===== src/rtl/uart_packet_link_pkg.sv =====
// Shared types for the UART packet link: the UART_PACKET beat, framing constants
// and the FSM state encodings used by the framer, deframer and bit engine.
package uart_packet_link_pkg;

    localparam logic [7:0] UART_SYNC      = 8'h55;
    localparam logic [7:0] UART_BROADCAST = 8'hFF;

    typedef struct packed {
        logic [7:0] Source;
        logic [7:0] Destination;
        logic [7:0] Length;
        logic [7:0] Data;
        logic       SoP;
        logic       EoP;
        logic       Valid;
    } UART_PACKET;

    typedef enum logic [2:0] {
        TX_IDLE, TX_SYNC, TX_DEST, TX_SRC, TX_LEN, TX_PAYLOAD
    } tx_state_t;

    typedef enum logic [2:0] {
        RX_HUNT, RX_DEST, RX_SRC, RX_LEN, RX_PAYLOAD
    } rx_state_t;

    typedef enum logic [1:0] {
        BIT_IDLE, BIT_START, BIT_DATA, BIT_STOP
    } bit_state_t;

    // Rounded clock-to-baud divisor.
    function automatic int calc_bit_div(input int clk_freq, input int baud);
        return (clk_freq + baud / 2) / baud;
    endfunction

endpackage


===== src/rtl/uart_packet_link_bit.sv =====
// Byte-level UART engine: TX shifter with back-to-back start capability and an
// RX sampler with start-bit validation and stop-bit framing check.
module uart_bit_engine
    import uart_packet_link_pkg::*;
#(
    parameter int BIT_DIV   = 10,
    parameter int STOP_BITS = 1
) (
    input  logic       ipClk,
    input  logic       ipReset,
    input  logic       tx_start_i,
    input  logic [7:0] tx_data_i,
    output logic       tx_ready_o,
    output logic       tx_o,
    input  logic       rx_i,
    output logic       rx_byte_stb_o,
    output logic       rx_frame_err_stb_o,
    output logic [7:0] rx_data_o
);

    localparam int               TX_BITS     = 9 + STOP_BITS;
    localparam int               DIV_W       = $clog2(BIT_DIV);
    localparam logic [DIV_W-1:0] DIV_LAST    = DIV_W'(BIT_DIV - 1);
    localparam logic [DIV_W-1:0] DIV_HALF    = DIV_W'(BIT_DIV / 2 - 1);
    localparam logic [3:0]       TX_LAST_BIT = 4'(TX_BITS - 1);

    logic [TX_BITS-1:0] tx_shift_q;
    logic [DIV_W-1:0]   tx_div_q;
    logic [3:0]         tx_bit_q;
    logic               tx_active_q;
    logic               tx_q;
    logic               tx_last;

    // Ready during the final stop-bit cycle so the next start bit follows with no gap.
    assign tx_last    = tx_active_q && (tx_div_q == DIV_LAST) && (tx_bit_q == TX_LAST_BIT);
    assign tx_ready_o = !tx_active_q || tx_last;
    assign tx_o       = tx_q;

    always_ff @(posedge ipClk) begin
        if (ipReset) begin
            tx_active_q <= 1'b0;
            tx_shift_q  <= '1;
            tx_div_q    <= '0;
            tx_bit_q    <= '0;
            tx_q        <= 1'b1;
        end else if (tx_start_i && tx_ready_o) begin
            tx_shift_q  <= {{STOP_BITS{1'b1}}, tx_data_i, 1'b0};
            tx_q        <= 1'b0;
            tx_active_q <= 1'b1;
            tx_div_q    <= '0;
            tx_bit_q    <= '0;
        end else if (tx_active_q) begin
            if (tx_div_q == DIV_LAST) begin
                tx_div_q <= '0;
                if (tx_bit_q == TX_LAST_BIT) begin
                    tx_active_q <= 1'b0;
                    tx_q        <= 1'b1;
                end else begin
                    tx_bit_q   <= tx_bit_q + 4'd1;
                    tx_shift_q <= tx_shift_q >> 1;
                    tx_q       <= tx_shift_q[1];
                end
            end else begin
                tx_div_q <= tx_div_q + 1'b1;
            end
        end
    end

    logic             rx_meta_q, rx_sync_q, rx_prev_q;
    bit_state_t       rx_state_q;
    logic [DIV_W-1:0] rx_div_q;
    logic [2:0]       rx_bit_q;
    logic [7:0]       rx_shift_q;
    logic             rx_stop_sample;

    assign rx_stop_sample     = (rx_state_q == BIT_STOP) && (rx_div_q == DIV_LAST);
    assign rx_byte_stb_o      = rx_stop_sample && rx_sync_q;
    assign rx_frame_err_stb_o = rx_stop_sample && !rx_sync_q;
    assign rx_data_o          = rx_shift_q;

    always_ff @(posedge ipClk) begin
        if (ipReset) begin
            rx_meta_q  <= 1'b1;
            rx_sync_q  <= 1'b1;
            rx_prev_q  <= 1'b1;
            rx_state_q <= BIT_IDLE;
            rx_div_q   <= '0;
            rx_bit_q   <= '0;
            rx_shift_q <= '0;
        end else begin
            rx_meta_q <= rx_i;
            rx_sync_q <= rx_meta_q;
            rx_prev_q <= rx_sync_q;
            case (rx_state_q)
                BIT_IDLE: begin
                    rx_div_q <= '0;
                    rx_bit_q <= '0;
                    if (rx_prev_q && !rx_sync_q) rx_state_q <= BIT_START;
                end
                BIT_START: begin
                    if (rx_div_q == DIV_HALF) begin
                        rx_div_q   <= '0;
                        rx_state_q <= rx_sync_q ? BIT_IDLE : BIT_DATA;
                    end else begin
                        rx_div_q <= rx_div_q + 1'b1;
                    end
                end
                BIT_DATA: begin
                    if (rx_div_q == DIV_LAST) begin
                        rx_div_q   <= '0;
                        rx_shift_q <= {rx_sync_q, rx_shift_q[7:1]};
                        if (rx_bit_q == 3'd7) rx_state_q <= BIT_STOP;
                        else                  rx_bit_q   <= rx_bit_q + 3'd1;
                    end else begin
                        rx_div_q <= rx_div_q + 1'b1;
                    end
                end
                BIT_STOP: begin
                    if (rx_div_q == DIV_LAST) begin
                        rx_div_q   <= '0;
                        rx_state_q <= BIT_IDLE;
                    end else begin
                        rx_div_q <= rx_div_q + 1'b1;
                    end
                end
                default: rx_state_q <= BIT_IDLE;
            endcase
        end
    end

endmodule


===== src/rtl/uart_packet_link.sv =====
// UART packet transceiver: TX framer (SYNC/Dest/Src/Len/payload) and RX deframer.
// Define UART_PACKET_ADDR_FILTER_EN to emit only packets for LOCAL_ADDR or broadcast.
module uart_packet_link
    import uart_packet_link_pkg::*;
#(
    parameter int         CLK_FREQ   = 50_000_000,
    parameter int         BAUD       = 115_200,
    parameter logic [7:0] SYNC_BYTE  = UART_SYNC,
    parameter int         STOP_BITS  = 1,
    parameter logic [7:0] LOCAL_ADDR = 8'h01
) (
    input  logic       ipClk,
    input  logic       ipReset,
    input  UART_PACKET ipTxStream,
    output logic       opTxReady,
    output logic       opTx,
    input  logic       ipRx,
    output UART_PACKET opRxStream,
    output logic       opRxFrameErr
);

    localparam int BIT_DIV = calc_bit_div(CLK_FREQ, BAUD);
`ifdef UART_PACKET_ADDR_FILTER_EN
    localparam bit FILTER_EN = 1'b1;
`else
    localparam bit FILTER_EN = 1'b0;
`endif

    logic       eng_tx_start, eng_tx_ready;
    logic [7:0] eng_tx_data;
    logic       eng_rx_byte, eng_rx_ferr;
    logic [7:0] eng_rx_data;

    uart_bit_engine #(
        .BIT_DIV  (BIT_DIV),
        .STOP_BITS(STOP_BITS)
    ) u_bit_engine (
        .ipClk             (ipClk),
        .ipReset           (ipReset),
        .tx_start_i        (eng_tx_start),
        .tx_data_i         (eng_tx_data),
        .tx_ready_o        (eng_tx_ready),
        .tx_o              (opTx),
        .rx_i              (ipRx),
        .rx_byte_stb_o     (eng_rx_byte),
        .rx_frame_err_stb_o(eng_rx_ferr),
        .rx_data_o         (eng_rx_data)
    );

    tx_state_t  tx_state_q;
    logic [7:0] tx_dest_q, tx_src_q, tx_len_q, tx_hold_q, tx_acc_q;
    logic       tx_hold_full_q, tx_ready_en_q;
    logic       tx_fire, tx_accept;
    logic       unused_tx_eop;

    // EoP on TX is advisory only; Length alone decides where the packet ends.
    assign unused_tx_eop = ipTxStream.EoP;

    always_comb begin
        eng_tx_start = 1'b0;
        eng_tx_data  = tx_hold_q;
        case (tx_state_q)
            TX_SYNC:    begin eng_tx_start = 1'b1; eng_tx_data = SYNC_BYTE; end
            TX_DEST:    begin eng_tx_start = 1'b1; eng_tx_data = tx_dest_q; end
            TX_SRC:     begin eng_tx_start = 1'b1; eng_tx_data = tx_src_q;  end
            TX_LEN:     begin eng_tx_start = 1'b1; eng_tx_data = tx_len_q;  end
            TX_PAYLOAD: eng_tx_start = tx_hold_full_q;
            default:    eng_tx_start = 1'b0;
        endcase
    end

    assign tx_fire   = eng_tx_start && eng_tx_ready;
    assign opTxReady = tx_ready_en_q &&
                       ((tx_state_q == TX_IDLE) ||
                        ((tx_state_q == TX_PAYLOAD) && !tx_hold_full_q && (tx_acc_q < tx_len_q)));
    assign tx_accept = ipTxStream.Valid && opTxReady;

    always_ff @(posedge ipClk) begin
        if (ipReset) begin
            tx_state_q     <= TX_IDLE;
            tx_dest_q      <= '0;
            tx_src_q       <= '0;
            tx_len_q       <= '0;
            tx_hold_q      <= '0;
            tx_acc_q       <= '0;
            tx_hold_full_q <= 1'b0;
            tx_ready_en_q  <= 1'b0;
        end else begin
            tx_ready_en_q <= 1'b1;
            case (tx_state_q)
                TX_IDLE: begin
                    if (tx_accept && ipTxStream.SoP) begin
                        tx_dest_q      <= ipTxStream.Destination;
                        tx_src_q       <= ipTxStream.Source;
                        tx_len_q       <= ipTxStream.Length;
                        tx_hold_q      <= ipTxStream.Data;
                        tx_hold_full_q <= 1'b1;
                        tx_acc_q       <= 8'd1;
                        tx_state_q     <= TX_SYNC;
                    end
                end
                TX_SYNC: if (tx_fire) tx_state_q <= TX_DEST;
                TX_DEST: if (tx_fire) tx_state_q <= TX_SRC;
                TX_SRC:  if (tx_fire) tx_state_q <= TX_LEN;
                TX_LEN: begin
                    if (tx_fire) begin
                        if (tx_len_q == 8'd0) begin
                            tx_hold_full_q <= 1'b0;
                            tx_acc_q       <= '0;
                            tx_state_q     <= TX_IDLE;
                        end else begin
                            tx_state_q <= TX_PAYLOAD;
                        end
                    end
                end
                TX_PAYLOAD: begin
                    if (tx_accept) begin
                        tx_hold_q      <= ipTxStream.Data;
                        tx_hold_full_q <= 1'b1;
                        tx_acc_q       <= tx_acc_q + 8'd1;
                    end else if (tx_fire) begin
                        tx_hold_full_q <= 1'b0;
                        if (tx_acc_q == tx_len_q) begin
                            tx_acc_q   <= '0;
                            tx_state_q <= TX_IDLE;
                        end
                    end
                end
                default: tx_state_q <= TX_IDLE;
            endcase
        end
    end

    rx_state_t  rx_state_q;
    logic [7:0] rx_dest_q, rx_src_q, rx_len_q, rx_cnt_q;
    UART_PACKET rx_out_q;
    logic       rx_ferr_q;
    logic       rx_emit, rx_last;

    assign rx_emit      = !FILTER_EN || (rx_dest_q == LOCAL_ADDR) || (rx_dest_q == UART_BROADCAST);
    assign rx_last      = (rx_cnt_q + 8'd1) == rx_len_q;
    assign opRxStream   = rx_out_q;
    assign opRxFrameErr = rx_ferr_q;

    always_ff @(posedge ipClk) begin
        if (ipReset) begin
            rx_state_q <= RX_HUNT;
            rx_dest_q  <= '0;
            rx_src_q   <= '0;
            rx_len_q   <= '0;
            rx_cnt_q   <= '0;
            rx_out_q   <= '0;
            rx_ferr_q  <= 1'b0;
        end else begin
            rx_out_q.Valid <= 1'b0;
            rx_out_q.SoP   <= 1'b0;
            rx_out_q.EoP   <= 1'b0;
            rx_ferr_q      <= eng_rx_ferr;
            if (eng_rx_ferr) begin
                rx_cnt_q   <= '0;
                rx_state_q <= RX_HUNT;
            end else if (eng_rx_byte) begin
                case (rx_state_q)
                    RX_HUNT: if (eng_rx_data == SYNC_BYTE) rx_state_q <= RX_DEST;
                    RX_DEST: begin rx_dest_q <= eng_rx_data; rx_state_q <= RX_SRC; end
                    RX_SRC:  begin rx_src_q  <= eng_rx_data; rx_state_q <= RX_LEN; end
                    RX_LEN: begin
                        rx_len_q   <= eng_rx_data;
                        rx_cnt_q   <= '0;
                        rx_state_q <= (eng_rx_data == 8'd0) ? RX_HUNT : RX_PAYLOAD;
                    end
                    RX_PAYLOAD: begin
                        if (rx_emit) begin
                            rx_out_q <= '{Source: rx_src_q, Destination: rx_dest_q,
                                          Length: rx_len_q, Data: eng_rx_data,
                                          SoP: (rx_cnt_q == 8'd0), EoP: rx_last, Valid: 1'b1};
                        end
                        if (rx_last) begin
                            rx_cnt_q   <= '0;
                            rx_state_q <= RX_HUNT;
                        end else begin
                            rx_cnt_q <= rx_cnt_q + 8'd1;
                        end
                    end
                    default: rx_state_q <= RX_HUNT;
                endcase
            end
        end
    end

endmodule

===== config.mk =====
export PLATFORM = sky130hd
export DESIGN_NAME = uart_packet_link
export DESIGN_NICKNAME = d
export VERILOG_FILES = /design/src/rtl/uart_packet_link_pkg.sv /design/src/rtl/uart_packet_link_bit.sv /design/src/rtl/uart_packet_link.sv
export SDC_FILE = /design/constraint.sdc
export NUM_CORES = 1
export LEC_CHECK = 0
export CORE_MARGIN = 4
export CORE_UTILIZATION = 35
export DETAILED_ROUTE_END_ITERATION = 8
export PLACE_DENSITY = 0.61
export SETUP_SLACK_MARGIN = 0.15
export SLEW_MARGIN = 20
export SYNTH_ARGS = -nofsm -noshare
export SYNTH_HDL_FRONTEND = slang
export SYNTH_SLANG_ARGS = --single-unit

===== constraint.sdc =====
create_clock -name ipClk -period 5.2 [get_ports ipClk]
set_clock_uncertainty 0.15 [all_clocks]
set_input_delay 0.52 -clock ipClk [delete_from_list [all_inputs] [get_ports ipClk]]
set_output_delay 0.52 -clock ipClk [all_outputs]
set_load 0.005 [all_outputs]

==> impl_results.md, run 1 <==
* Post-DP HPWL at 11.6 mm
* Switching Share at between 30% and 40%
* Most common cell in the synthesized netlist: nand2_1
* Relative slew margins at about a third
* Psw at just under 0.001 W
* Global Route Usage Sum at about 14%
* Met2 usage at a little under a quarter
* Setup WS pre-CTS at about 1600 ps
* Total CTS buffers at 17
* Reg power frac at a little over two fifths
* Vias in the first global route at roughly 6k
* Period utilisation layout at 77.8%
* Max-Cap Viols at 0
* Crit-path max FO at 8
* Worst-case clock buffer depth at 2
* PwrDens at around 350 nW/um^2
* RePlAce Congestion at approximately 0.83
* Insertion delay to the later sink of the worst-skew pair at between 400 and 500 ps
* Post-synth top area share at a little over two fifths
* Combinational power share at roughly 15%
* Worst vdd ir at between 0.2 and 0.25 mV
* Largest area contributor in the netlist: dfxtp_1
* Wire length per cell at ~14 um
* Post-Syn Nets at 990
* Most common library cells after synthesis: nand2_1 (213), dfxtp_1 (165), a21oi_1 (106)
* Post-Route Setup TNS at 0 ps
* Chip height at between 150 and 200 um
* Core area at 21200 um^2
* Antenna violations before repair at 0
* Warnings from Yosys at 0
* Share of cells above drive strength 1 at under 10%
* DIE AREA at around 24000 um^2
* Max Slew Vio Count at 0
* Setup crit end kind: primary output
* CTS Hold Bufs at 0
* Clk slew on worst S/H paths at 80 ps
* GR Overflow Total at 0
* First-pass GRT wire length at 29.0 mm
* Mapped Avg Cell Area at 8.11 um^2
* I/O pin total at between 70 and 80
* Cell area after synthesis at ~7600 um^2
* Starting Density at between 30% and 40%
* Post-Synthesis Cells at 932
* PortBufs at 74
* Vias/cell at between 5 and 6
* EDFF count, synth at 0
* WP data arrival at around 3400 ps
* Busiest grt layer: met2
* Final hold viol count at 0
* Router iterations before antenna repair at 5
* Met1 GRT Util at between 10% and 20%
* Vias post-DR at between 6k and 7k
* Met3 GRT Util at under 10%
* H-tree Lvls at 4
* Antenna diodes at 0
* RSZ-0062 raised after global routing: no
* Area contributors post-synth: dfxtp_1 (44%), nand2_1 (11%), a21oi_1 (7.0%)
* Clk pwr share at 40.6%
* Top FF cell, synth: dfxtp_1
* Setup violations, final at 0
* Post-Route WL at roughly 17 mm
* WS Path Type: flip-flop to primary output
* Number of core rows at 53
* Antenna-violating nets left at 0
* Number of synthesized register bits at approximately 170
* Critical path startpoint category: flip-flop
* Internal at ~0.0022 W
* Status: finished, final reports clean
* Root Driver: clkbuf_16
* Synthesis-to-finish area growth at 19.6%
* Post-CTS Setup Inserts at 0
* Clock sink count at between 150 and 200
* Slew @ Worst Pin at 1020 ps
* 1st-iter DRT viols at ~340
* Leakage Power at 3.12 nW
* Synth unique cells at 67
* # resized after CTS at 0
* Synth async-reset ratio at 0%
* Max Freq at roughly 250 MHz
* Die X at 155 um
* CTS tree: yes
* Nets at 1023
* Hold Path Class: flip-flop to flip-flop
* CP required at roughly 4500 ps
* Fin crit period at between 4000 and 5000 ps
* Post-synthesis sequential area ratio at around 44%
* Remaining DRCs at 0
* Largest net degree at the start of global routing at 73
* Setup ws final at 1150 ps
[routing by layer]
layer  vias to the layer above  part of all wire, %
met5                         -                    0
met2                       122                   46
met3                        15                  4.2
met1                      2918                   49
li1                       3281                    -
met4                         0                 0.95
[metrics by stage]
stage	cells	util (%)	cell area, um^2	hold WS, ps	total power, W
CTS	1253	42.7	9040	267	0.00321
global route	1253	42.8	9050	279	0.00335
finish	1253	42.8	9050	266	0.00317
global placement	1221	39.8	8410	244	0.00190
detailed placement	1221	39.8	8410	246	0.00191
floorplan	932	-	7560	239	0.00178
[final cells by class]
| type | instances | area, um^2 |
|---|---|---|
| Fill cell | 2096 | 12100 |
| Sequential cell | 165 | 3300 |
| Inverter | 25 | 93.8 |
| Multi-Input combinational cell | 676 | 3890 |
| Tap cell | 275 | 344 |
| Timing Repair Buffer | 80 | 783 |
| Clock buffer | 17 | 425 |
| Clock inverter | 15 | 201 |
[final timing paths]
path / start / end / slack [ps] / cells past startpoint
max: tx_len_q[5]$_SDFFE_PP0P_ / opTxReady / 1150 / 9
min: u_bit_engine.rx_meta_q$_SDFF_PP1_ / u_bit_engine.rx_sync_q$_SDFF_PP1_ / 270 / 1
max reg2reg: tx_state_q[0]$_SDFFE_PP0P_ / u_bit_engine.tx_shift_q[8]$_SDFFE_PP1P_ / 2250 / 6
min reg2reg: u_bit_engine.rx_meta_q$_SDFF_PP1_ / u_bit_engine.rx_sync_q$_SDFF_PP1_ / 270 / 1
[critical path: stages (launching register included)]
cell and delay [ps]:
dfxtp_1 390, inv_1 70, ha_1 310, a21o_1 160
a21o_1 180, a2111oi_2 430, and2_1 370, a21oi_1 130
nor3b_1 340, clkdlybuf4s50_1 570
[cell families (layout without fill, tap and decap cells)]
family	after synthesis	count (layout)	synth area share, %
flip-flops	165	165	43.7
AND/OR/NAND/NOR	408	408	25.3
buffers and inverters	91	137	5.08
AO/OA/AOI/OAI	193	193	15.8
multiplexers	27	27	3.59
XOR/XNOR	28	28	3.24
adder cells (fa/ha/maj)	20	20	3.31
[cells in the final DEF, fill, tap and decap left out, types with 4 or more instances in the layout]
cell type,netlist,routed
clkdlybuf4s50_1,0,73
ha_1,20,20
nor3b_1,4,4
or2_2,5,5
and2_1,6,6
a311oi_1,9,9
and3_1,11,11
inv_1,25,25
xnor2_1,13,13
nand4_1,16,16
nor4_1,8,8
a21oi_1,106,105
o21a_1,4,4
dfxtp_1,165,165
inv_8,0,4
clkinv_8,0,7
xor2_1,15,15
or3_1,5,5
buf_4,3,7
nand2_1,213,212
a211o_1,4,4
nor2_1,62,61
o211ai_1,8,8
clkbuf_16,0,17
a31oi_1,15,15
o21ai_0,15,15
a211oi_1,5,5
nor3_1,13,12
nor2b_1,13,13
nand3_1,27,27
mux2i_1,26,26
[registers in the layout, indices dropped and copies added (netlist names), 3 cells and up, named ones only]
register	cells
opRxStream	35
u_bit_engine.rx_div_q	9
u_bit_engine.tx_div_q	9
u_bit_engine.tx_shift_q	9
rx_cnt_q	8
rx_dest_q	8
rx_len_q	8
rx_src_q	8
tx_acc_q	8
tx_dest_q	8
tx_hold_q	8
tx_len_q	8
tx_src_q	8
u_bit_engine.rx_data_o	8
u_bit_engine.tx_bit_q	4
rx_state_q	3
tx_state_q	3
u_bit_engine.rx_bit_q	3
[power groups by stage]
stage | combinational (W) | clock, W | sequential [W]
floorplan | 0.000403 | 0 | 0.00138
global placement | 0.000483 | 0 | 0.00142
detailed placement | 0.000490 | 0 | 0.00142
CTS | 0.000494 | 0.00132 | 0.00139
global route | 0.000563 | 0.00138 | 0.00141
finish | 0.000488 | 0.00128 | 0.00139
Power figures use the tool's default switching activity.
==> run 2: changes to the inputs <==
==> constraint.sdc (replaced) <==
create_clock -name ipClk -period 4.1 [get_ports ipClk]
set_clock_uncertainty 0.15 [all_clocks]
set_input_delay 0.41 -clock ipClk [delete_from_list [all_inputs] [get_ports ipClk]]
set_output_delay 0.41 -clock ipClk [all_outputs]
set_load 0.005 [all_outputs]
==> run 2 against run 1 <==
Power up 27%. Cell area about the same. Sequential share of layout area about the same. Non-clock buffer count up 3. Core utilization about the same. Clock power up 25%.
==> impl_results.md, run 2 (synthesis results as in run 1) <==
* Worst R2R Path Depth at 7 (was 6)
* Worst flop-to-flop path endpoint: u_bit_engine.tx_div_q[1]$_SDFFE_PP0P_ (was u_bit_engine.tx_shift_q[8]$_SDFFE_PP1P_)
* Fillers at 2133 (was 2096)
* Leakage Power at 3.13 nW (was 3.12 nW)
* Root Driver: clkbuf_16 (unchanged)
* Critical path startpoint category: flip-flop (unchanged)
* Remaining DRCs at 0 (unchanged)
* Core area at 21200 um^2 (unchanged)
* Max Slew Vio Count at 0 (unchanged)
* Status: finished, final reports clean (unchanged)
* CTS tree: yes (unchanged)
* Slew @ Worst Pin at 985 ps (was 1020 ps)
* Worst vdd ir at 0.277 mV (was 0.208 mV)
* Number of core rows at 53 (unchanged)
* Max-Cap Viols at 0 (unchanged)
* Antenna violations before repair at 0 (unchanged)
* Period utilisation layout at 91.7%
* Hold path cells at 1 (unchanged)
* Largest net degree at the start of global routing at 71 (was 73)
* Starting Density at 35.7% (unchanged)
* Max Freq at roughly 270 MHz
* Largest register FFs at 35 (unchanged)
* Power Total at 0.00401 W (was 0.00317 W)
* I/O pin total at 76 (unchanged)
* Chip height at 155 um (unchanged)
* Critical Path Start: tx_len_q[5]$_SDFFE_PP0P_ (unchanged)
* Vias/cell at 5.05 (was 5.06)
* RSZ-0062 raised after global routing: no (unchanged)
* Antenna-violating nets left at 0 (unchanged)
* Worst reg2reg startpoint: tx_state_q[1]$_SDFFE_PP0P_ (was tx_state_q[0]$_SDFFE_PP0P_)
* DIE AREA at 24000 um^2 (unchanged)
* Clk slew on worst S/H paths at 70 ps (was 80 ps)
* Nets at 1026 (was 1023)
* Synthesis-to-finish area growth at 19.7% (was 19.6%)
* Post-DP HPWL at 11.7 mm (was 11.6 mm)
* PwrDens at 443 nW/um^2 (was 350 nW/um^2)
* Wire length per cell at 13.7 um (was 13.6 um)
* Commonest cells after routing, fill and taps aside: nand2_1 (212), dfxtp_1 (165), a21oi_1 (106) (was nand2_1 (212), dfxtp_1 (165), a21oi_1 (105))
* WHS Endpoint: u_bit_engine.rx_sync_q$_SDFF_PP1_ (unchanged)
* WP data arrival at 3200 ps (was 3380 ps)
* Worst-case clock buffer depth at 2 (unchanged)
* Insertion delay to the later sink of the worst-skew pair at 430 ps (about the same)
* Router iterations before antenna repair at 5 (unchanged)
* Relative slew margins at 33.9% (was 31.8%)
* WS Path Type: flip-flop to primary output (unchanged)
* Clock sink count at 165 (unchanged)
* Worst hold slack at 261 ps (was 266 ps)
* CTS Hold Bufs at 0 (unchanged)
* Setup crit end kind: primary output (unchanged)
* Die X at 155 um (unchanged)
* # resized after CTS at 1 (was 0)
* RePlAce Congestion at 0.823 (was 0.832)
* Post-Route Setup TNS at 0 ps (unchanged)
* Vias post-DR at 6348 (was 6336)
* Hold Path Class: flip-flop to flip-flop (unchanged)
* Reg2reg setup slack at 1250 ps (was 2250 ps)
* H-tree Lvls at 4 (unchanged)
* Antenna diodes at 0 (unchanged)
* First-pass GRT wire length at 28.7 mm (was 29.0 mm)
* Share of cells above drive strength 1 at 7.14% (was 6.75%)
* PortBufs at 74 (unchanged)
* Vias in the first global route at 5912 (was 5920)
* HP Start: u_bit_engine.rx_meta_q$_SDFF_PP1_ (unchanged)
* 1st-iter DRT viols at 329 (was 338)
* GR Overflow Total at 0 (unchanged)
* Final hold viol count at 0 (unchanged)
* Global Route Usage Sum at 14.3% (was 14.4%)
* CP required at 3540 ps (was 4530 ps)
* Post-Route WL at 17.2 mm (was 17.0 mm)
* Post-CTS Setup Inserts at 0 (unchanged)
* Most common cell after layout, fill and taps aside: nand2_1 (unchanged)
* Fin crit period at around 3800 ps
* Crit-path max FO at 8 (unchanged)
* Total CTS buffers at 17 (unchanged)
* Setup violations, final at 0 (unchanged)
[run 2: worst max-delay path: stages, from the launching register on]
cell,delay (ps)
dfxtp_1,400
inv_1,60
ha_1,310
a21o_1,170
a21o_1,190
a2111oi_2,440
and2_2,310
a21oi_1,100
nor3b_2,250
clkdlybuf4s50_1,540
[run 2: final cells by class]
cell class              count  area [um^2]  share of cell area, %
clock inverters            15          180                   1.99
multi-input cells         676         3900                   43.1
well taps                 275          344                   3.80
clock buffers              17          425                   4.70
repair buffers             83          806                   8.90
flip-flops and latches    165         3300                   36.5
inverters                  25         93.8                   1.04
[run 2: metrics by stage]
step	area [um^2]	std cells	setup slack (ps)	utilization, %
after global placement	8440	1224	664	39.9
after floorplan	7560	932	1540	-
after CTS	9040	1256	232	42.7
final	9050	1256	342	42.8
after global routing	9050	1256	165	42.8
after detailed placement	8440	1224	641	39.9
[run 2: power breakdown]
part / switching [W] / total [W] / internal [W]
Sequential: 0.0000734 / 0.00175 / 0.00167
Combinational: 0.000376 / 0.000661 / 0.000285
Clock: 0.000772 / 0.00160 / 0.000826
Total: 0.00122 / 0.00401 / 0.00278
[run 2: worst max path at each step]
stage                 to  slack, ps  depth (start not counted)
4_1_cts        opTxReady        230                          9
2_1_floorplan  opTxReady       1540                          9
3_5_place_dp   opTxReady        640                          9
5_1_grt        opTxReady        170                          9
6_report       opTxReady        340                          9
3_3_place_gp   opTxReady        660                          9
[run 2: metal layers]
layer | up-vias | GRT usage, % | routed length, um
met2 | 106 | 23.1 | 8030
met5 | - | 0 | 0
met3 | 16 | 3.09 | 598
met1 | 2928 | 19.3 | 8440
met4 | 0 | 4.08 | 168
li1 | 3298 | - | -
